[src/rtl/fifo_wr_stream_adapter.sv]
`default_nettype none
// ============================================================================
// Module   : fifo_wr_stream_adapter
// Purpose  : Write-side front end of the async FIFO. Turns a valid/ready
//            producer stream into the FIFO write strobe/data through a
//            2-entry skid buffer, so that s_ready is a pure state decode and
//            has no combinational path from wfull. Also keeps word, packet
//            and stall counters for the write side.
// Ports    : wclk, wrst_n          - write clock, async active-low reset
//            s_valid/s_data/s_last - producer stream in
//            s_ready               - adapter can take a word this cycle
//            wen, wfull            - drain enable, FIFO full (combinational)
//            winc, wdata           - FIFO write strobe and data
//            word_cnt, pkt_cnt     - words / last-words written (wrapping)
//            stall_cnt             - full-blocked cycles (saturating)
// Revision : 1.0 - initial release
// ============================================================================
module fifo_wr_stream_adapter #(
    parameter int DATA_WIDTH = 8,
    parameter int CNT_WIDTH  = 16
) (
    input  logic                  wclk,
    input  logic                  wrst_n,
    input  logic                  s_valid,
    input  logic [DATA_WIDTH-1:0] s_data,
    input  logic                  s_last,
    output logic                  s_ready,
    input  logic                  wen,
    input  logic                  wfull,
    output logic                  winc,
    output logic [DATA_WIDTH-1:0] wdata,
    output logic [CNT_WIDTH-1:0]  word_cnt,
    output logic [CNT_WIDTH-1:0]  pkt_cnt,
    output logic [CNT_WIDTH-1:0]  stall_cnt
);

    typedef enum logic [1:0] {
        ST_EMPTY = 2'd0,
        ST_ONE   = 2'd1,
        ST_TWO   = 2'd2
    } state_t;

    state_t                state_q,     state_d;
    logic [DATA_WIDTH-1:0] head_data_q, head_data_d;
    logic                  head_last_q, head_last_d;
    logic [DATA_WIDTH-1:0] tail_data_q, tail_data_d;
    logic                  tail_last_q, tail_last_d;
    logic [CNT_WIDTH-1:0]  word_cnt_q,  word_cnt_d;
    logic [CNT_WIDTH-1:0]  pkt_cnt_q,   pkt_cnt_d;
    logic [CNT_WIDTH-1:0]  stall_cnt_q, stall_cnt_d;

    logic w_accept;
    logic w_winc;
    logic w_stall;

    // s_ready depends on state only; wfull reaches winc but never s_ready.
    assign s_ready  = (state_q != ST_TWO);
    assign w_accept = s_valid & s_ready;
    assign w_winc   = (state_q != ST_EMPTY) & wen & ~wfull;
    assign w_stall  = (state_q != ST_EMPTY) & wen & wfull;

    assign winc      = w_winc;
    assign wdata     = head_data_q;
    assign word_cnt  = word_cnt_q;
    assign pkt_cnt   = pkt_cnt_q;
    assign stall_cnt = stall_cnt_q;

    always_comb begin
        state_d     = state_q;
        head_data_d = head_data_q;
        head_last_d = head_last_q;
        tail_data_d = tail_data_q;
        tail_last_d = tail_last_q;

        case (state_q)
            ST_EMPTY: begin
                if (w_accept) begin
                    state_d     = ST_ONE;
                    head_data_d = s_data;
                    head_last_d = s_last;
                end
            end
            ST_ONE: begin
                if (w_accept && !w_winc) begin
                    // Head is blocked: park the new word in the skid slot.
                    state_d     = ST_TWO;
                    tail_data_d = s_data;
                    tail_last_d = s_last;
                end else if (w_accept && w_winc) begin
                    head_data_d = s_data;
                    head_last_d = s_last;
                end else if (w_winc) begin
                    state_d = ST_EMPTY;
                end
            end
            ST_TWO: begin
                if (w_winc) begin
                    state_d     = ST_ONE;
                    head_data_d = tail_data_q;
                    head_last_d = tail_last_q;
                end
            end
            default: state_d = ST_EMPTY;
        endcase
    end

    always_comb begin
        word_cnt_d  = word_cnt_q;
        pkt_cnt_d   = pkt_cnt_q;
        stall_cnt_d = stall_cnt_q;
        if (w_winc) begin
            word_cnt_d = word_cnt_q + CNT_WIDTH'(1);
            if (head_last_q) begin
                pkt_cnt_d = pkt_cnt_q + CNT_WIDTH'(1);
            end
        end
        // Saturate rather than wrap so a long stall is never under-reported.
        if (w_stall && (stall_cnt_q != {CNT_WIDTH{1'b1}})) begin
            stall_cnt_d = stall_cnt_q + CNT_WIDTH'(1);
        end
    end

    always_ff @(posedge wclk or negedge wrst_n) begin
        if (!wrst_n) begin
            state_q     <= ST_EMPTY;
            head_data_q <= '0;
            head_last_q <= 1'b0;
            tail_data_q <= '0;
            tail_last_q <= 1'b0;
            word_cnt_q  <= '0;
            pkt_cnt_q   <= '0;
            stall_cnt_q <= '0;
        end else begin
            state_q     <= state_d;
            head_data_q <= head_data_d;
            head_last_q <= head_last_d;
            tail_data_q <= tail_data_d;
            tail_last_q <= tail_last_d;
            word_cnt_q  <= word_cnt_d;
            pkt_cnt_q   <= pkt_cnt_d;
            stall_cnt_q <= stall_cnt_d;
        end
    end

endmodule
`default_nettype wire

[config.mk]
export PLATFORM = sky130hd
export DESIGN_NAME = fifo_wr_stream_adapter
export DESIGN_NICKNAME = d
export VERILOG_FILES = /design/src/rtl/fifo_wr_stream_adapter.sv
export SDC_FILE = /design/constraint.sdc
export NUM_CORES = 1
export LEC_CHECK = 0
export ABC_CLOCK_PERIOD_IN_PS = 2100
export CORE_MARGIN = 2
export CORE_UTILIZATION = 50
export CTS_BUF_LIST = sky130_fd_sc_hd__clkbuf_16
export CTS_CLUSTER_DIAMETER = 100
export DETAILED_ROUTE_END_ITERATION = 12
export PLACE_DENSITY = 0.83
export REMOVE_ABC_BUFFERS = 1
export SLEW_MARGIN = 10
export SYNTH_ARGS = -nofsm -noshare
export SYNTH_HDL_FRONTEND = slang
export SYNTH_SLANG_ARGS = --single-unit
[constraint.sdc]
create_clock -name wclk -period 2.1 [get_ports wclk]
set_input_delay 0.42 -clock wclk [delete_from_list [all_inputs] [get_ports wclk]]
set_output_delay 0.42 -clock wclk [all_outputs]
set_load 0.05 [all_outputs]
==> results_dict.tcl, run 1 <==
set metrics [dict create \
    synth.distinct_cells 44 \
    cts.clk_slew.worst_paths_ps 50 \
    ant_nets 0 \
    clock_latency_ps 330 \
    crit_path_start_kind "flop" \
    cts_setup_buffers 0 \
    max_cap_violations 0 \
    numCtsBuffers 9 \
    tightest_slew_ps 537 \
    dieArea_sq_um 6930 \
    cellLeakagePower_uw 0.00193 \
    via_per_inst 5.27 \
    layout_commonest_cell "dfrtp_1" \
    ys_warn_count 0 \
    r2r-start "stall_cnt[0]" \
    fin_crit_ps 2030 \
    track_usage_pct 20.4 \
    synthesis.area_sq_um 3140 \
    cp_top_family "buffers and inverters" \
    place_ws_ps -34.3 \
    max_stage_delay_ps 840 \
    vias 2224 \
    layout.cells.non_filler 422 \
    grt_max_degree 69 \
    h-tree-depth 3 \
    skew_ps 4.56 \
    synth_edf_count 0 \
    grt_pass1_vias 2304 \
    finalHoldViolations 0 \
    status "finished clean" \
    syn_inst 254 \
    rr_endpoint "stall_cnt[1]" \
    grt_antenna_before_repair 0 \
    critPathKind "reg2out" \
    dp_cells 406 \
    cts.sinks 68 \
    gp_congestion 0.742 \
    cts_resized 0 \
    die_height_um 83.2 \
    layout_common_cells "dfrtp_1 (68), clkdlybuf4s50_1 (66), xnor2_1 (30)" \
    crit_chain "clkdlybuf4s50_1" \
    cts_tree "yes" \
    required_ps 1680 \
    slew_headroom_pct 64.1 \
    overflow 0 \
    row_count 28 \
    diodes 0 \
    clockBufferDepth 2 \
    fin_worst_hold_slack_ps 89.7 \
    worstPathBufferInverterCount 1 \
    cp-end-kind "output port" \
    pwr_density_cell_nw_per_um2 1280 \
    drc 0 \
    portBuffers 71 \
    setup_tns_ps 0 \
    max_freq_mhz 492 \
    area_delta_synth_final_pct 38.0 \
    ys_ff_latch 68 \
    ys_seq_area_share_pct 54.2 \
    dpl.hpwl_mm 4.48 \
    fin_crit_sh_pct 96.7 \
    ys.flop_type "dfrtp_1" \
    fin_ws_ps 68.5 \
    hp-class "in2async" \
    power_uw 5530 \
    io_pins 72 \
    grt_first_pass_wirelength_mm 11.2 \
    critPathMaxFanout 6 \
    hold_buffers 0 \
    worstPathArrival_ps 1610 \
    die_x_um 83.2 \
    core_sq_um 5990 \
    root_buffer "clkbuf_16" \
    syn_area_per_cell_sq_um 12.4 \
    r2r_setup_slack_ps 410 \
    slowest_stage "clkdlybuf4s50_1" \
    ir_drop_uv 1110 \
    routedWlPerCell_um 15.1 \
    rsz0062_at_grt "false" \
    finalSetupViolCount 0 \
    dr.pass1.iters 4 \
    drt-initial-drc-count 91 \
    rr_worst_depth 4 \
    fin_nets 359 \
    initial_core_util_pct 52.4 \
    finalWirelength_mm 6.36 \
    drive_gt1_share_pct 16.7 \
    async_flop_share_pct 100 \
    drv_slew 0 \
]
-- kinds of logic (layout without fill, tap and decap cells) --
group	after synthesis	count (layout)	synth area share, %
AO/OA/AOI/OAI	27	27	6.70
XOR/XNOR	42	42	11.7
adder cells (fa/ha/maj)	3	3	1.20
buffers and inverters	6	99	1.36
flip-flops	68	68	54.2
multiplexers	21	21	8.25
AND/OR/NAND/NOR	87	87	16.6
-- metrics by stage --
stage,util (%),instance area (sq um)
final,72.3,4330
after floorplan,-,3100
after global routing,72.3,4330
after CTS,72.2,4330
after global placement,67.0,4010
after detailed placement,67.0,4010
-- state kept, by name, summed over array words and instances, names as in the netlist --
register and count:
state_q 2, head_last_q 1, stall_cnt 16, tail_data_q 8, pkt_cnt 16, tail_last_q 1
word_cnt 16, wdata 8
-- cell usage after synthesis (all sizes together), types with 2 or more instances --
cell	n	area (sq um)
and3	9	61.3
and2	3	18.8
dfrtp	68	1700
o21ai	13	80.1
nand2	27	101
and4	3	26.3
o21a	2	15.0
xor2	12	105
buf	4	35.0
nor4	4	58.8
a31oi	3	40.0
nor2	8	37.5
nand3	15	85.1
inv	2	7.51
a21oi	4	20.0
mux2	12	169
xnor2	30	263
nand4	11	75.1
mux2i	9	90.1
ha	3	37.5
nor3	4	36.3
-- final cells by class --
| type | count | area [sq um] |
|---|---|---|
| sequential | 68 | 1700 |
| fill | 416 | 1660 |
| multi-input combinational | 180 | 1400 |
| timing repair buffer | 81 | 818 |
| clock buffer | 9 | 225 |
| tap | 75 | 93.8 |
| clock inverter | 7 | 91.3 |
| inverter | 2 | 7.51 |
-- worst max-delay path by stage --
stage                        startpoint       endpoint  cells past startpoint
after floorplan              state_q[1]        s_ready                      2
final                     stall_cnt[11]  stall_cnt[11]                      1
after detailed placement          wfull  stall_cnt[13]                      6
after global routing      stall_cnt[11]  stall_cnt[11]                      1
after global placement            wfull   stall_cnt[7]                      6
after CTS                  stall_cnt[2]   stall_cnt[2]                      1
-- routing by layer --
layer  up-vias  GRT usage (%)  part of all wire [%]  wire [um]
li1       1075              -                     -          -
met1      1084           25.6                    43       2740
met2        54           32.8                    50       3210
met3        11           5.17                   4.5        284
met4         0           9.99                   1.9        123
met5         -              0                     0          0
-- power breakdown --
group | switching [uW] | internal (uW)
Combinational | 1210 | 795
Clock | 543 | 1030
Sequential | 321 | 1630
(Power assumes the default switching activity.)
==> run 2, diff against run 1 <==
--- a/config.mk
+++ b/config.mk
@@ -8,7 +8,6 @@
 export ABC_CLOCK_PERIOD_IN_PS = 2100
 export CORE_MARGIN = 2
 export CORE_UTILIZATION = 50
-export CTS_BUF_LIST = sky130_fd_sc_hd__clkbuf_16
 export CTS_CLUSTER_DIAMETER = 100
 export DETAILED_ROUTE_END_ITERATION = 12
 export PLACE_DENSITY = 0.83
==> run 2 against run 1 <==
Net effect: worst setup slack lost 8.3 ps; sequential share of layout area grew 0.82 points; first-iteration DRC count shrank 25%; highest routed layer unchanged; non-clock buffer count is the same; clock power shrank 25%; count of clock-buffer cells in the layout grew 1; via count is essentially flat; sequential power is essentially flat; largest power group unchanged; cell count is the same; register-to-register slack is essentially flat; critical path type unchanged; global-route usage shrank 0.98 points; maximum frequency shrank 0.41%.
==> results_dict.tcl, run 2 (synthesis results as in run 1) <==
set metrics [dict create \
    numCtsBuffers 9 \
    initial_core_util_pct 52.4 \
    die_height_um 83.2 \
    cts.clk_slew.worst_paths_ps 70 \
    area_delta_synth_final_pct 35.2 \
    clockPowerShare_pct 23.2 \
    grt_first_pass_wirelength_mm 10.8 \
    required_ps 1680 \
    rr_endpoint "stall_cnt[1]" \
    cts.sinks 68 \
    drc 0 \
    layout_common_cells "dfrtp_1 (68), clkdlybuf4s50_1 (65), xnor2_1 (30)" \
    portBuffers 71 \
    ant_nets 0 \
    slew_headroom_pct 64.1 \
    grt_antenna_before_repair 0 \
    via_per_inst 5.27 \
    gp_congestion 0.742 \
    rsz0062_at_grt "false" \
    dr.pass1.iters 4 \
    io_pins 72 \
    dpl.hpwl_mm 4.48 \
    pwr_density_cell_nw_per_um2 1210 \
    critPathMaxFanout 6 \
    fin_nets 359 \
    drive_gt1_share_pct 17.0 \
    rr_worst_depth 4 \
    place_area_sq_um 4010 \
    cp_top_family "buffers and inverters" \
    r2r-start "stall_cnt[0]" \
    cp-end-kind "output port" \
    dp_cells 406 \
    tightest_slew_ps 537 \
    crit_chain "clkdlybuf4s50_1" \
    overflow 0 \
    layout_commonest_cell "dfrtp_1" \
    crit_path_start_kind "flop" \
    p_int_uw 3120 \
    fin_crit_ps 2040 \
    max_stage_delay_ps 840 \
    ir_drop_uv 911 \
    drv_slew 0 \
    dieArea_sq_um 6930 \
    netSwitchingPower_uw 2020 \
    grt_pass1_vias 2272 \
    cts_tree "yes" \
    power_frac_seq_pct 37.8 \
    drt-initial-drc-count 68 \
    core_sq_um 5990 \
    hp-class "in2async" \
    skew_ps 11.4 \
    r2r_setup_slack_ps 420 \
    cellLeakagePower_uw 0.00191 \
    die_x_um 83.2 \
    worstPathBufferInverterCount 1 \
    root_buffer "clkbuf_8" \
    track_usage_pct 19.4 \
    routedWlPerCell_um 14.6 \
    final_area_sq_um 4240 \
    diodes 0 \
    row_count 28 \
    clock_latency_ps 340 \
    max_cap_violations 0 \
    finalSetupViolCount 0 \
    setup_tns_ps 0 \
    hold_buffers 0 \
    pwr-share-comb_pct 39.0 \
    finalHoldViolations 0 \
    grt_max_degree 69 \
    layout.cells.non_filler 422 \
    status "finished clean" \
    worstSetupStartpoint "word_cnt[7]" \
    power_uw 5140 \
    fin_crit_sh_pct 97.1 \
    finalWirelength_mm 6.18 \
    worstPathArrival_ps 1620 \
    critPathKind "reg2out" \
    max_freq_mhz 490 \
    h-tree-depth 3 \
    swShare_pct 39.3 \
    vias 2225 \
    clockBufferDepth 2 \
    slowest_stage "clkdlybuf4s50_1" \
]
==> run 2: area by class of cell <==
type / count / area [sq um]
Clock buffer: 10 / 138
Clock inverter: 6 / 87.6
Fill cell: 435 / 1750
Inverter: 2 / 7.51
Multi-Input combinational cell: 180 / 1400
Sequential cell: 68 / 1700
Tap cell: 75 / 93.8
Timing Repair Buffer: 81 / 821
==> run 2: what timing repair did <==
item,CTS,global route
endpoints found under the setup margin,0,3
resized for setup,0,3
setup buffers,0,0
==> run 2: per-layer routing <==
layer | vias up | wire, um | global-route usage (%)
met1 | 1078 | 2720 | 25.7
li1 | 1071 | - | -
met2 | 64 | 3020 | 30.3
met3 | 12 | 309 | 4.27
met5 | - | 0 | 0
met4 | 0 | 130 | 9.39
==> run 2: through the flow <==
stage          hold WS, ps  utilization (%)  setup WS, ps
6_report              92.3             70.8          60.1
5_1_grt                115             70.8          8.16
4_1_cts               99.2             70.7          3.29
3_5_place_dp           470             67.0         -34.3
3_3_place_gp           461             67.0          45.7
2_1_floorplan          124                -         -52.3
==> run 2: worst max-delay path by stage <==
stage / end / slack, ps / cells after the start
2_1_floorplan: s_ready / -50 / 2
3_3_place_gp: stall_cnt[7] / 50 / 6
3_5_place_dp: stall_cnt[13] / -30 / 6
4_1_cts: stall_cnt[2] / 3 / 1
5_1_grt: word_cnt[7] / 8 / 1
6_report: word_cnt[7] / 60 / 1
==> run 2: power by group through the flow <==
stage | Sequential [uW] | Clock (uW) | Combinational, uW
floorplan | 2580 | 0 | 685
CTS | 1940 | 1220 | 2030
finish | 1940 | 1190 | 2000
global placement | 1940 | 0 | 1970
detailed placement | 1950 | 0 | 2020
global route | 2000 | 1280 | 2120
